===== config.mk =====
export PLATFORM = sky130hd
export DESIGN_NAME = instr_mem_loader_flat
export DESIGN_NICKNAME = d
export VERILOG_FILES = /design/src/rtl/instr_mem_loader_if.sv /design/src/rtl/instr_mem_loader.sv /design/src/flat_wrapper.sv
export SDC_FILE = /design/constraint.sdc
export NUM_CORES = 1
export LEC_CHECK = 0
export BUFFER_PORTS_ARGS = -buffer_cell sky130_fd_sc_hd__buf_2
export CORE_MARGIN = 4
export CORE_UTILIZATION = 52
export CTS_CLUSTER_DIAMETER = 40
export CTS_CLUSTER_SIZE = 20
export DETAILED_ROUTE_END_ITERATION = 10
export PLACE_DENSITY = 0.89
export SLEW_MARGIN = 30
export SYNTH_ARGS = -nofsm -noshare
export SYNTH_HDL_FRONTEND = slang
export SYNTH_SLANG_ARGS = --single-unit

===== constraint.sdc =====
create_clock -name clk -period 5 [get_ports clk]
set_input_delay 1 -clock clk [delete_from_list [all_inputs] [get_ports clk]]
set_output_delay 1 -clock clk [all_outputs]
set_load 0.01 [all_outputs]

===== src/rtl/instr_mem_loader_if.sv =====
`default_nettype none
// ============================================================================
//  Module      : instr_mem_loader_if
//  Description : Byte-stream, control and instruction-memory write bundle
//                between the program source and instr_mem_loader.
//  Revision    : 1.0  initial release
// ============================================================================
interface instr_mem_loader_if #(
    parameter int ADDR_W = 64
);
    logic              start;
    logic [15:0]       num_words;
    logic              s_valid;
    logic [7:0]        s_data;
    logic              s_ready;
    logic              wr_en;
    logic [ADDR_W-1:0] wr_addr;
    logic [31:0]       wr_data;
    logic              busy;
    logic              done;
    logic              err;

    // Program source / core side: drives the stream and load request.
    modport master (
        output start, num_words, s_valid, s_data,
        input  s_ready, wr_en, wr_addr, wr_data, busy, done, err
    );

    // Loader side.
    modport slave (
        input  start, num_words, s_valid, s_data,
        output s_ready, wr_en, wr_addr, wr_data, busy, done, err
    );
endinterface
`default_nettype wire


===== src/rtl/instr_mem_loader.sv =====
`default_nettype none
// ============================================================================
//  Module      : instr_mem_loader
//  Description : Packs a byte stream little-endian into 32-bit instructions
//                and writes them to instruction memory at 0,4,8,...; keeps
//                the core stalled (busy) for the duration of the load.
//  Revision    : 1.0  initial release
// ============================================================================
module instr_mem_loader #(
    parameter int SIZE   = 64,
    parameter int ADDR_W = 64    // must match the interface instance ADDR_W
) (
    input  logic                 clk,
    input  logic                 reset,
    instr_mem_loader_if.slave    bus
);

    typedef enum logic [1:0] {
        IDLE    = 2'd0,
        COLLECT = 2'd1,
        WRITE   = 2'd2,
        DONE    = 2'd3
    } state_t;

    localparam logic [17:0] SIZE_BYTES = 18'(SIZE);

    state_t            state;
    state_t            next_state;
    logic [1:0]        byte_idx;
    logic [15:0]       word_cnt;
    logic [15:0]       num_words_q;
    logic [23:0]       partial;      // lanes 0..2 of the word being assembled
    logic [ADDR_W-1:0] wr_addr_q;
    logic [31:0]       wr_data_q;
    logic              err_q;

    // Request size in bytes; 18 bits so num_words*4 cannot wrap before the compare.
    logic [17:0] req_bytes;
    logic        too_big;
    logic        accept;
    logic        last_byte;
    logic        last_word;

    assign req_bytes = {bus.num_words, 2'b00};
    assign too_big   = (req_bytes > SIZE_BYTES);
    assign accept    = (state == COLLECT) && bus.s_valid;
    assign last_byte = accept && (byte_idx == 2'd3);
    assign last_word = (({1'b0, word_cnt} + 17'd1) == {1'b0, num_words_q});

    // State register.
    always_ff @(posedge clk or posedge reset) begin
        if (reset) begin
            state <= IDLE;
        end else begin
            state <= next_state;
        end
    end

    // Next-state decode.
    always_comb begin
        next_state = state;
        case (state)
            IDLE: begin
                if (bus.start) begin
                    if (bus.num_words == 16'd0) begin
                        next_state = DONE;
                    end else if (!too_big) begin
                        next_state = COLLECT;
                    end
                end
            end
            COLLECT: begin
                if (last_byte) begin
                    next_state = WRITE;
                end
            end
            WRITE: begin
                next_state = last_word ? DONE : COLLECT;
            end
            DONE: begin
                next_state = IDLE;
            end
            default: begin
                next_state = IDLE;
            end
        endcase
    end

    // Datapath: load parameters, byte packing, write address/data, sticky error.
    always_ff @(posedge clk or posedge reset) begin
        if (reset) begin
            byte_idx    <= 2'd0;
            word_cnt    <= 16'd0;
            num_words_q <= 16'd0;
            partial     <= 24'd0;
            wr_addr_q   <= '0;
            wr_data_q   <= 32'd0;
            err_q       <= 1'b0;
        end else begin
            case (state)
                IDLE: begin
                    if (bus.start) begin
                        if (too_big) begin
                            err_q <= 1'b1;
                        end else begin
                            err_q       <= 1'b0;
                            num_words_q <= bus.num_words;
                            word_cnt    <= 16'd0;
                            byte_idx    <= 2'd0;
                        end
                    end
                end
                COLLECT: begin
                    if (accept) begin
                        byte_idx <= byte_idx + 2'd1;
                        case (byte_idx)
                            2'd0: partial[7:0]   <= bus.s_data;
                            2'd1: partial[15:8]  <= bus.s_data;
                            2'd2: partial[23:16] <= bus.s_data;
                            default: begin
                                // Word complete: present it for the WRITE cycle.
                                wr_data_q <= {bus.s_data, partial};
                                wr_addr_q <= ADDR_W'({word_cnt, 2'b00});
                            end
                        endcase
                    end
                end
                WRITE: begin
                    if (!last_word) begin
                        word_cnt <= word_cnt + 16'd1;
                    end
                end
                default: begin
                end
            endcase
        end
    end

    // Moore outputs decoded from the state register only.
    assign bus.s_ready = (state == COLLECT);
    assign bus.wr_en   = (state == WRITE);
    assign bus.busy    = (state != IDLE);
    assign bus.done    = (state == DONE);
    assign bus.wr_addr = wr_addr_q;
    assign bus.wr_data = wr_data_q;
    assign bus.err     = err_q;

endmodule
`default_nettype wire


===== src/flat_wrapper.sv =====
// flat-port wrapper written by rule: the top's interface ports become plain ports
module instr_mem_loader_flat 
#(
    parameter int SIZE   = 64,
    parameter int ADDR_W = 64                                               
)
  (clk, reset, bus_start, bus_num_words, bus_s_valid, bus_s_data, bus_s_ready, bus_wr_en, bus_wr_addr, bus_wr_data, bus_busy, bus_done, bus_err);
  instr_mem_loader_if #(.ADDR_W(ADDR_W)) bus_i ();
  input  logic clk;
  input  logic reset;
  input wire logic [$bits(bus_i.start)-1:0] bus_start;
  input wire logic [$bits(bus_i.num_words)-1:0] bus_num_words;
  input wire logic [$bits(bus_i.s_valid)-1:0] bus_s_valid;
  input wire logic [$bits(bus_i.s_data)-1:0] bus_s_data;
  output wire logic [$bits(bus_i.s_ready)-1:0] bus_s_ready;
  output wire logic [$bits(bus_i.wr_en)-1:0] bus_wr_en;
  output wire logic [$bits(bus_i.wr_addr)-1:0] bus_wr_addr;
  output wire logic [$bits(bus_i.wr_data)-1:0] bus_wr_data;
  output wire logic [$bits(bus_i.busy)-1:0] bus_busy;
  output wire logic [$bits(bus_i.done)-1:0] bus_done;
  output wire logic [$bits(bus_i.err)-1:0] bus_err;
  assign bus_i.start = bus_start;
  assign bus_i.num_words = bus_num_words;
  assign bus_i.s_valid = bus_s_valid;
  assign bus_i.s_data = bus_s_data;
  assign bus_s_ready = bus_i.s_ready;
  assign bus_wr_en = bus_i.wr_en;
  assign bus_wr_addr = bus_i.wr_addr;
  assign bus_wr_data = bus_i.wr_data;
  assign bus_busy = bus_i.busy;
  assign bus_done = bus_i.done;
  assign bus_err = bus_i.err;
  instr_mem_loader #(.SIZE(SIZE), .ADDR_W(ADDR_W)) u_core (.clk(clk), .reset(reset), .bus(bus_i));
endmodule

* Word-level counts from Yosys, hierarchy flattened
Index checks and enable logic that the tools add are counted.
** Operators by class
- Reductions and logical operators :: 18
- Bitwise gates (word level) :: 2
- Add/sub/neg operators :: 3
- Eq/ne operators :: 13
- Magnitude comparators :: 1
- Multiplexer cells :: 15
** Operators with widths (number)
- $mux W16 :: 3
- $pmux W16 S2 :: 1
- $gt A18 B7 Y1 const B :: 1
- $reduce_and A3 Y1 :: 6
- $add A16 B1 Y17 const B :: 1
- $eq A17 B16 Y1 :: 1
- $add A16 B1 Y16 const B :: 1
- $logic_not A16 Y1 :: 1
- $mux W2 :: 8
- $eq A2 B2 Y1 const B :: 4
- $pmux W2 S4 :: 1
- $reduce_and A4 Y1 :: 2
- $ne A2 B2 Y1 const B :: 3
- $reduce_bool A2 Y1 :: 3
- $eq A2 B1 Y1 const B :: 2
- $logic_not A2 Y1 :: 2
- $ne A2 B1 Y1 const B :: 2
- $pmux W2 S2 :: 1
- $ne A3 B3 Y1 const B :: 1
- $reduce_or A3 Y1 :: 1
- $add A2 B1 Y2 const B :: 1
- $logic_and A1 B1 Y1 :: 2
- $not A1 Y1 :: 2
- $reduce_and A2 Y1 :: 1
- $mux W1 :: 1
** Storage, ports and cells
- Flip-flop bits (word level) :: 109
- Bits of input ports :: 28
- Logic and storage cells :: 62

* Longest topological paths before layout
Gate-level depths: netlist of run 1.
- Depth after elaboration :: 5
- Gate-level depth with buffers :: 10
- Depth with buffers taken out :: 8

* Worst setup path after synthesis of run 1
No wires, ideal clock.
- Path kind :: register to register
- From :: register u_core.word_cnt[1]
- To :: register u_core.word_cnt[4]
- Data arrival time :: 2.691 ns
- Cell stages (with the launch flop) :: 9
- Setup time :: 0.124 ns
- Setup slack :: 2.185 ns
- Path buffers :: 0
- Data required time :: 4.876 ns
- Cells stage by stage :: dfrtp_1 -> ha_1 -> nand3_1 -> or3_1 -> o211a_1 -> or4b_1 -> a2111oi_4 -> a2111oi_0 -> a211o_1
** On the way
- Word-level cells in the longest chain between the ends :: 4
- Elaborated cells between the ends (all ways) :: 7
- Classes of those cells :: add/sub: 2; eq/ne: 2; mux: 2; reduce/logical: 1
** Ends and longest elaborated chain
- start: declaration :: RTL line instr_mem_loader.sv:30 : logic [15:0] word_cnt;
- start signal: assignment :: RTL line instr_mem_loader.sv:130 : word_cnt <= word_cnt + 16'd1;
- $add A16 B1 Y17 :: RTL line instr_mem_loader.sv:48 : assign last_word = (({1'b0, word_cnt} + 17'd1) == {1'b0, num_words_q});
- $eq A17 B16 Y1 :: RTL line instr_mem_loader.sv:48
- $ne A2 B2 Y1 (no line)
- $reduce_and A4 Y1 (no line)
Parallel ways exist; a longest one is shown, timed or not. The select of a mux whose other input is x is not followed.
A chain may end at the register's enable or synchronous reset.

* Final worst setup path of run 1
- From :: register u_core.word_cnt[0]
- To :: register u_core.word_cnt[7]
The elaborated chain is that of the path after synthesis.

==> results.md, run 1 <==
* Status: finished clean
* Routability cong. at 0.921
* Worst Skew at 0.0113 ns
* Root Driver: clkbuf_8
* Critical Path Start: u_core.word_cnt[0]$_DFFE_PP0P_
* Initial antenna violation count at 0
* GR peak layer: met2
* Longest Clk Path Bufs at 2
* Logic pwr share at 0.294
* Routed Antenna Nets at 0
* Dpl ws at 1.73 ns
* RSZ-0062 raised after global routing: false
* Min-Delay Startpoint: u_core.bus.wr_addr[5]$_DFFE_PP0P_
* Number of diodes at 0
* Synth top area cells: dfrtp_1 50%, mux2_2 14%, buf_4 6.6%
* Residual DRC count at 0
* Worst slew margin at 0.439
* Share of the synthesized area in the top cell type at 0.497
* Setup Fix Bufs, Post-CTS at 0
* Number of synthesized flops with an enable pin at 0
* Via count at 3896
* Sum of buffers and inverters on the critical path at 0
* Met3 Use GR at 0.0349
* Sequential-to-total area share from yosys stat at 0.497
* CTS tree: yes
* Die X-Extent at 111 µm
* Worst Path Required at 5.27 ns
* Critical path's top delay family: compound AO/OA/AOI/OAI gates
* Sink Count at 109
* Vias per Instance at 5.65
* Clock power frac at 0.204
* FMAX at 294 MHz
* P_leak at 2.90 nW
* Largest net degree at the start of global routing at 70
* Fraction of registers with async set/reset at 1.00
* R2R Path Start: u_core.word_cnt[0]$_DFFE_PP0P_
* Net Switching at 938 µW
* Maxcap violations at 0
* WL/cell at 17.9 µm
* Post-route clock period utilization at 0.679
* Total GRT Usage at 0.201
* Slew @ Worst Pin at 0.841 ns
* Critical path startpoint category: flop
* Detailed Routing Iterations Pass 1 at 5
* PortBufs at 80
* Pwr Total at 2.69 mW
* Die ar. at 0.0123 mm²
* Most frequent cells in the layout: 109 x dfrtp_1, 80 x buf_2, 68 x mux2_2
* Class of the most critical setup path: flop to flop
* Total Wirelength at 12.3 mm
* Path type of the worst min-delay path: flop to flop
* Area leader, netlist: dfrtp_1
* Worst Setup End Kind: flop
* Initial drt markers at 227
* Starting Density at 0.532
* Worst-path cell chain: ha_1, nand3_1, or3_1, o211a_1, or4b_1, a2111oi_4, a2111oi_0, a221o_1
* Ports at 129
* Final WS setup at 1.60 ns
* Most common cell after layout, fill and taps aside: dfrtp_1
* Count of cell types in the netlist at 60
* H-tree levels at 3
* M1 GR Usage at 0.274
* Switching share of total power at 0.349
* Syn-to-layout area delta at 9.41%
* Arr. time, crit path at 3.67 ns
* Peak fanout along the critical path at 8
* Dpl hpwl at 8.92 mm
* GR Layer Usage met2 at 0.324
* Core Rows at 37
* Post-synthesis sequential element count at 109
* Fill cells at 833
* Post-Syn Area at 0.00549 mm²
* Fin nets at 582
* Power Density at 447 mW/mm²
* Yosys Warn Count at 0
* Clk Latency, worst-skew pair at 0.38 ns
* Vias in the first global route at 3938
* Final hold violation count at 0
* Core area at 0.0103 mm²
* First-pass GRT wire length at 20.0 mm
* TritonCTS Buffers at 9
* DIE HEIGHT at 111 µm
* Dominant synthesized flop cell: dfrtp_1
* # setup viols final at 0
* Slew Limit Fails at 0
* Multi-input logic area at 0.00243 mm²
* Sequential cell area at 0.00273 mm²
* Maximum vdd drop at 338 µV
* Layout cell share with drive strength beyond 1 at 0.327
* Critical path's largest stage delay at 0.56 ns
* CP max-delay cell: or4b_1
* Hold_buf cts at 0
* Post_cts resized at 0
* Flop pwr share at 0.502
* Post-Route Setup TNS at 0 ns
* Fin crit period at 3.40 ns
* Worst-path clk slew at 0.12 ns
* GR Overflow Total at 0
* Post-Syn Instances at 482
* Internal power at 1.75 mW
* Syn_area_per_cell at 11.4 µm²
## synth_stat cells, drive strengths merged (2+ instances only)
cell       n
dfrtp    109
mux2      68
buf       53
nand2     24
clkbuf    20
o21ai     16
nor2      15
nor2b     15
inv       14
nand3     12
nor3      10
a21oi      9
xnor2      9
a2111oi    8
a221o      7
and2       6
nand4      6
xor2       6
a211o      5
and4       5
ha         5
nor4       5
o211ai     5
a31oi      4
and3       4
o2111ai    4
or2        4
mux2i      2
nand3b     2
nand4b     2
nor3b      2
o311ai     2
o31a       2
o31ai      2
or3        2
or4b       2
## worst min-delay path: stages (launching register included)
cell and delay, ns:
dfrtp_1 0.36, nand2_1 0.04, o21ai_0 0.06
## final timing paths
kind / to / depth (start not counted) / slack, ns
max reg2reg: u_core.word_cnt[7]$_DFFE_PP0P_ / 8 / 1.60
min in group asynchronous: u_core.bus.wr_addr[5]$_DFFE_PP0P_ / 2 / 0.77
max: u_core.word_cnt[7]$_DFFE_PP0P_ / 8 / 1.60
min reg2reg: u_core.bus.wr_addr[5]$_DFFE_PP0P_ / 2 / 0.49
max in group asynchronous: u_core.num_words_q[10]$_DFFE_PP0P_ / 3 / 3.19
min: u_core.bus.wr_addr[5]$_DFFE_PP0P_ / 2 / 0.49
## layer usage
metal | wire, µm | vias up
met4 | 178 | 0
met2 | 5990 | 191
met3 | 981 | 13
met1 | 5200 | 1916
met5 | 0 | -
li1 | - | 1776
## sequential cells by signal (all words and copies together) (netlist names)
name / cells
u_core.bus.err: 1
u_core.bus.wr_addr: 16
u_core.bus.wr_data: 32
u_core.byte_idx: 2
u_core.num_words_q: 16
u_core.partial: 24
u_core.state: 2
u_core.word_cnt: 16
## kinds of logic (layout without fill, tap and decap cells)
family,count (synthesis),in the layout,synth area share
fa+ha+maj,5,5,0.0114
mux,70,70,0.143
simple gates,121,121,0.128
other cells,1,48,0.000683
flops,109,109,0.497
xor+xnor,15,15,0.0239
compound gates,74,74,0.102
buf+inv,87,112,0.0937
## power by group through the flow
| stage | Sequential, mW | Clock (mW) | Combinational, mW |
|---|---|---|---|
| floorplan | 1.37 | 0 | 0.489 |
| global placement | 1.34 | 0 | 0.756 |
| detailed placement | 1.36 | 0 | 0.797 |
| CTS | 1.35 | 0.562 | 0.804 |
| global route | 1.38 | 0.592 | 0.866 |
| finish | 1.35 | 0.548 | 0.790 |
## area by class of cell
type | count | share of cell area
flip-flops and latches | 109 | 0.454
clock buffers | 9 | 0.0206
multi-input cells | 333 | 0.404
repair buffers | 82 | 0.0692
well taps | 136 | 0.0283
clock inverters | 7 | 0.0142
inverters | 14 | 0.00916
## metrics by stage
stage	instance area (µm²)	instances	util	hold slack, ns
floorplan	5670	529	-	0.473
global route	6010	690	0.582	0.520
global placement	5800	674	0.561	0.465
detailed placement	5800	674	0.562	0.474
finish	6010	690	0.582	0.492
CTS	6010	690	0.582	0.501
Note: power is estimated with default switching activity, not from simulation.
==> run 2: changes to the inputs <==
--- a/config.mk
+++ b/config.mk
@@ -7,11 +7,11 @@
 export LEC_CHECK = 0
 export BUFFER_PORTS_ARGS = -buffer_cell sky130_fd_sc_hd__buf_2
 export CORE_MARGIN = 4
-export CORE_UTILIZATION = 52
+export CORE_UTILIZATION = 49
 export CTS_CLUSTER_DIAMETER = 40
 export CTS_CLUSTER_SIZE = 20
 export DETAILED_ROUTE_END_ITERATION = 10
-export PLACE_DENSITY = 0.89
+export PLACE_DENSITY = 0.88
 export SLEW_MARGIN = 30
 export SYNTH_ARGS = -nofsm -noshare
 export SYNTH_HDL_FRONTEND = slang
==> constraint.sdc (replaced) <==
create_clock -name clk -period 3 [get_ports clk]
set_input_delay 0.6 -clock clk [delete_from_list [all_inputs] [get_ports clk]]
set_output_delay 0.6 -clock clk [all_outputs]
set_load 0.01 [all_outputs]
==> run 2 against run 1 <==
  * First-iteration DRC count grew 42%
  * Power grew 67%
  * Flip-flop and latch count is the same
  * Clock-buffer cell count grew 1
  * Via count grew 1.5%
  * Sequential power grew 64%
  * Final cell count grew 4.5%
  * Clock power grew 62%
  * Critical path type unchanged
==> results.md, run 2 (synthesis results as in run 1) <==
* Status: finished clean (unchanged)
* Class of the most critical setup path: flop to flop (unchanged)
* R2R Path Start: u_core.word_cnt[0]$_DFFE_PP0P_ (unchanged)
* Critical Path Start: u_core.word_cnt[0]$_DFFE_PP0P_ (unchanged)
* # setup viols final at 0 (unchanged)
* H-tree levels at 3 (unchanged)
* Path type of the worst min-delay path: input pin to asynchronous set/reset pin (was flop to flop)
* Most common cell after layout, fill and taps aside: dfrtp_1 (unchanged)
* DIE HEIGHT at 114 µm (was 111 µm)
* Die ar. at 0.0130 mm² (was 0.0123 mm²)
* Hold_buf cts at 0 (unchanged)
* First-pass GRT wire length at 20.2 mm (was 20.0 mm)
* Worst-path clk slew at 0.10 ns (was 0.12 ns)
* Net Switching at 1.53 mW (was 938 µW)
* Worst Skew at 0.0159 ns (was 0.0113 ns)
* Final hold violation count at 0 (unchanged)
* Sink Count at 109 (unchanged)
* Slew @ Worst Pin at 0.569 ns (was 0.841 ns)
* Most frequent cells in the layout: 109 x dfrtp_1, 80 x buf_2, 68 x mux2_2 (unchanged)
* Maxcap violations at 0 (unchanged)
* Initial drt markers at 323 (was 227)
* Die X-Extent at 114 µm (was 111 µm)
* Dpl hpwl at 9.14 mm (was 8.92 mm)
* Clk Latency, worst-skew pair at 0.38 ns (about the same)
* Arr. time, crit path at 3.12 ns (was 3.67 ns)
* RSZ-0062 raised after global routing: false (unchanged)
* Worst Setup End Kind: flop (unchanged)
* Peak fanout along the critical path at 5 (was 8)
* Detailed Routing Iterations Pass 1 at 5 (unchanged)
* Maximum vdd drop at 359 µV (was 338 µV)
* CTS tree: yes (unchanged)
* Core Rows at 38 (was 37)
* Flop pwr share at 0.493 (was 0.502)
* Initial antenna violation count at 0 (unchanged)
* Layout cell share with drive strength beyond 1 at 0.363 (was 0.327)
* WL/cell at 16.9 µm (was 17.9 µm)
* Root Driver: clkbuf_8 (unchanged)
* Starting Density at 0.504 (was 0.532)
* Slew Limit Fails at 0 (unchanged)
* Worst slew margin at 0.621 (was 0.439)
* Clock power frac at 0.198 (was 0.204)
* PortBufs at 80 (unchanged)
* Crit path to: u_core.word_cnt[5]$_DFFE_PP0P_ (was u_core.word_cnt[7]$_DFFE_PP0P_)
* Post-route clock period utilization at 0.953 (was 0.679)
* Max reg flops at 32 (unchanged)
* Power Density at 716 mW/mm² (was 447 mW/mm²)
* Ports at 129 (unchanged)
* Logic pwr share at 0.309 (was 0.294)
* Syn-to-layout area delta at 14.2% (was 9.41%)
* RR Endpoint: u_core.word_cnt[5]$_DFFE_PP0P_ (was u_core.word_cnt[7]$_DFFE_PP0P_)
* Fin crit period at 2.86 ns (was 3.40 ns)
* Worst Path Required at 3.26 ns (was 5.27 ns)
* TritonCTS Buffers at 9 (unchanged)
* FMAX at 350 MHz (was 294 MHz)
* Routed Antenna Nets at 0 (unchanged)
* Internal power at 2.96 mW (was 1.75 mW)
* GR Overflow Total at 0 (unchanged)
* Worst r2r path cells at 10 (was 8)
* Switching share of total power at 0.340 (was 0.349)
* Fin nets at 609 (was 582)
* Via count at 3954 (was 3896)
* Final instance area at 0.00627 mm² (was 0.00601 mm²)
* Reg2reg setup slack at 0.14 ns (was 1.60 ns)
* Total GRT Usage at 0.196 (was 0.201)
* Critical path startpoint category: flop (unchanged)
* Post-Route Setup TNS at 0 ns (unchanged)
* Vias per Instance at 5.48 (was 5.65)
* P_leak at 3.06 nW (was 2.90 nW)
* Total Wirelength at 12.2 mm (was 12.3 mm)
* Placed cell area at 0.00604 mm² (was 0.00580 mm²)
* Residual DRC count at 0 (unchanged)
* Largest net degree at the start of global routing at 110 (was 70)
* Vias in the first global route at 3903 (was 3938)
* Routability cong. at 0.889 (was 0.921)
* Core area at 0.0109 mm² (was 0.0103 mm²)
* Longest Clk Path Bufs at 2 (unchanged)
* Number of diodes at 0 (unchanged)
[run 2: layout make-up]
type / count / area, µm²
Tap cell: 140 / 175
Multi-Input combinational cell: 333 / 2460
Clock buffer: 10 / 138
Sequential cell: 109 / 2730
Fill cell: 929 / 4620
Timing Repair Buffer: 109 / 656
Clock inverter: 6 / 61.3
Inverter: 14 / 56.3
[run 2: worst max-delay path, stage by stage (launching register included)]
cell       delay (ns)
dfrtp_1          0.40
ha_1             0.24
buf_4            0.16
and3_1           0.21
a31oi_2          0.21
o22ai_1          0.11
or4b_4           0.53
a2111oi_4        0.34
buf_4            0.20
a2111oi_0        0.09
a221o_1          0.27
[run 2: timing repair]
action / 4_1_cts / 5_1_grt
endpoints found under the hold margin: 0 / 0
buffers inserted: 0 / 0
endpoints found under the setup margin: 0 / 9
resized for setup: 0 / 7
[run 2: how the worst min path moves through the flow]
stage	startpoint	end	slack, ns
after global placement	u_core.bus.wr_addr[17]$_DFFE_PP0P_	u_core.bus.wr_addr[17]$_DFFE_PP0P_	0.46
after floorplan	u_core.num_words_q[8]$_DFFE_PP0P_	u_core.num_words_q[8]$_DFFE_PP0P_	0.47
after detailed placement	u_core.bus.wr_addr[5]$_DFFE_PP0P_	u_core.bus.wr_addr[5]$_DFFE_PP0P_	0.47
after CTS	reset	u_core.bus.wr_data[11]$_DFFE_PP0P_	0.39
final	reset	u_core.bus.wr_data[8]$_DFFE_PP0P_	0.35
after global routing	reset	u_core.bus.wr_data[8]$_DFFE_PP0P_	0.41
[run 2: per-stage QoR]
stage,utilization,hold slack (ns),std cells,total power [mW],worst slack [ns]
floorplan,-,0.473,529,3.10,0.185
global placement,0.555,0.460,705,3.54,0.0964
CTS,0.573,0.388,721,4.53,0.0469
finish,0.576,0.353,721,4.49,0.141
global route,0.576,0.412,721,4.78,0.00771
detailed placement,0.555,0.469,705,3.64,0.0664
[run 2: layer usage]
metal / up-vias / track usage / part of all wire
met5: - / 0 / 0
met4: 0 / 0.0744 / 0.021
met3: 24 / 0.0286 / 0.066
met2: 169 / 0.307 / 0.47
met1: 1929 / 0.278 / 0.44
li1: 1832 / - / -
[run 2: power by group through the flow]
stage / clock network [mW] / registers (mW) / logic [mW]
after floorplan: 0 / 2.28 / 0.815
after global placement: 0 / 2.20 / 1.33
after detailed placement: 0 / 2.25 / 1.40
after CTS: 0.918 / 2.21 / 1.40
after global routing: 0.975 / 2.27 / 1.53
final: 0.888 / 2.22 / 1.39
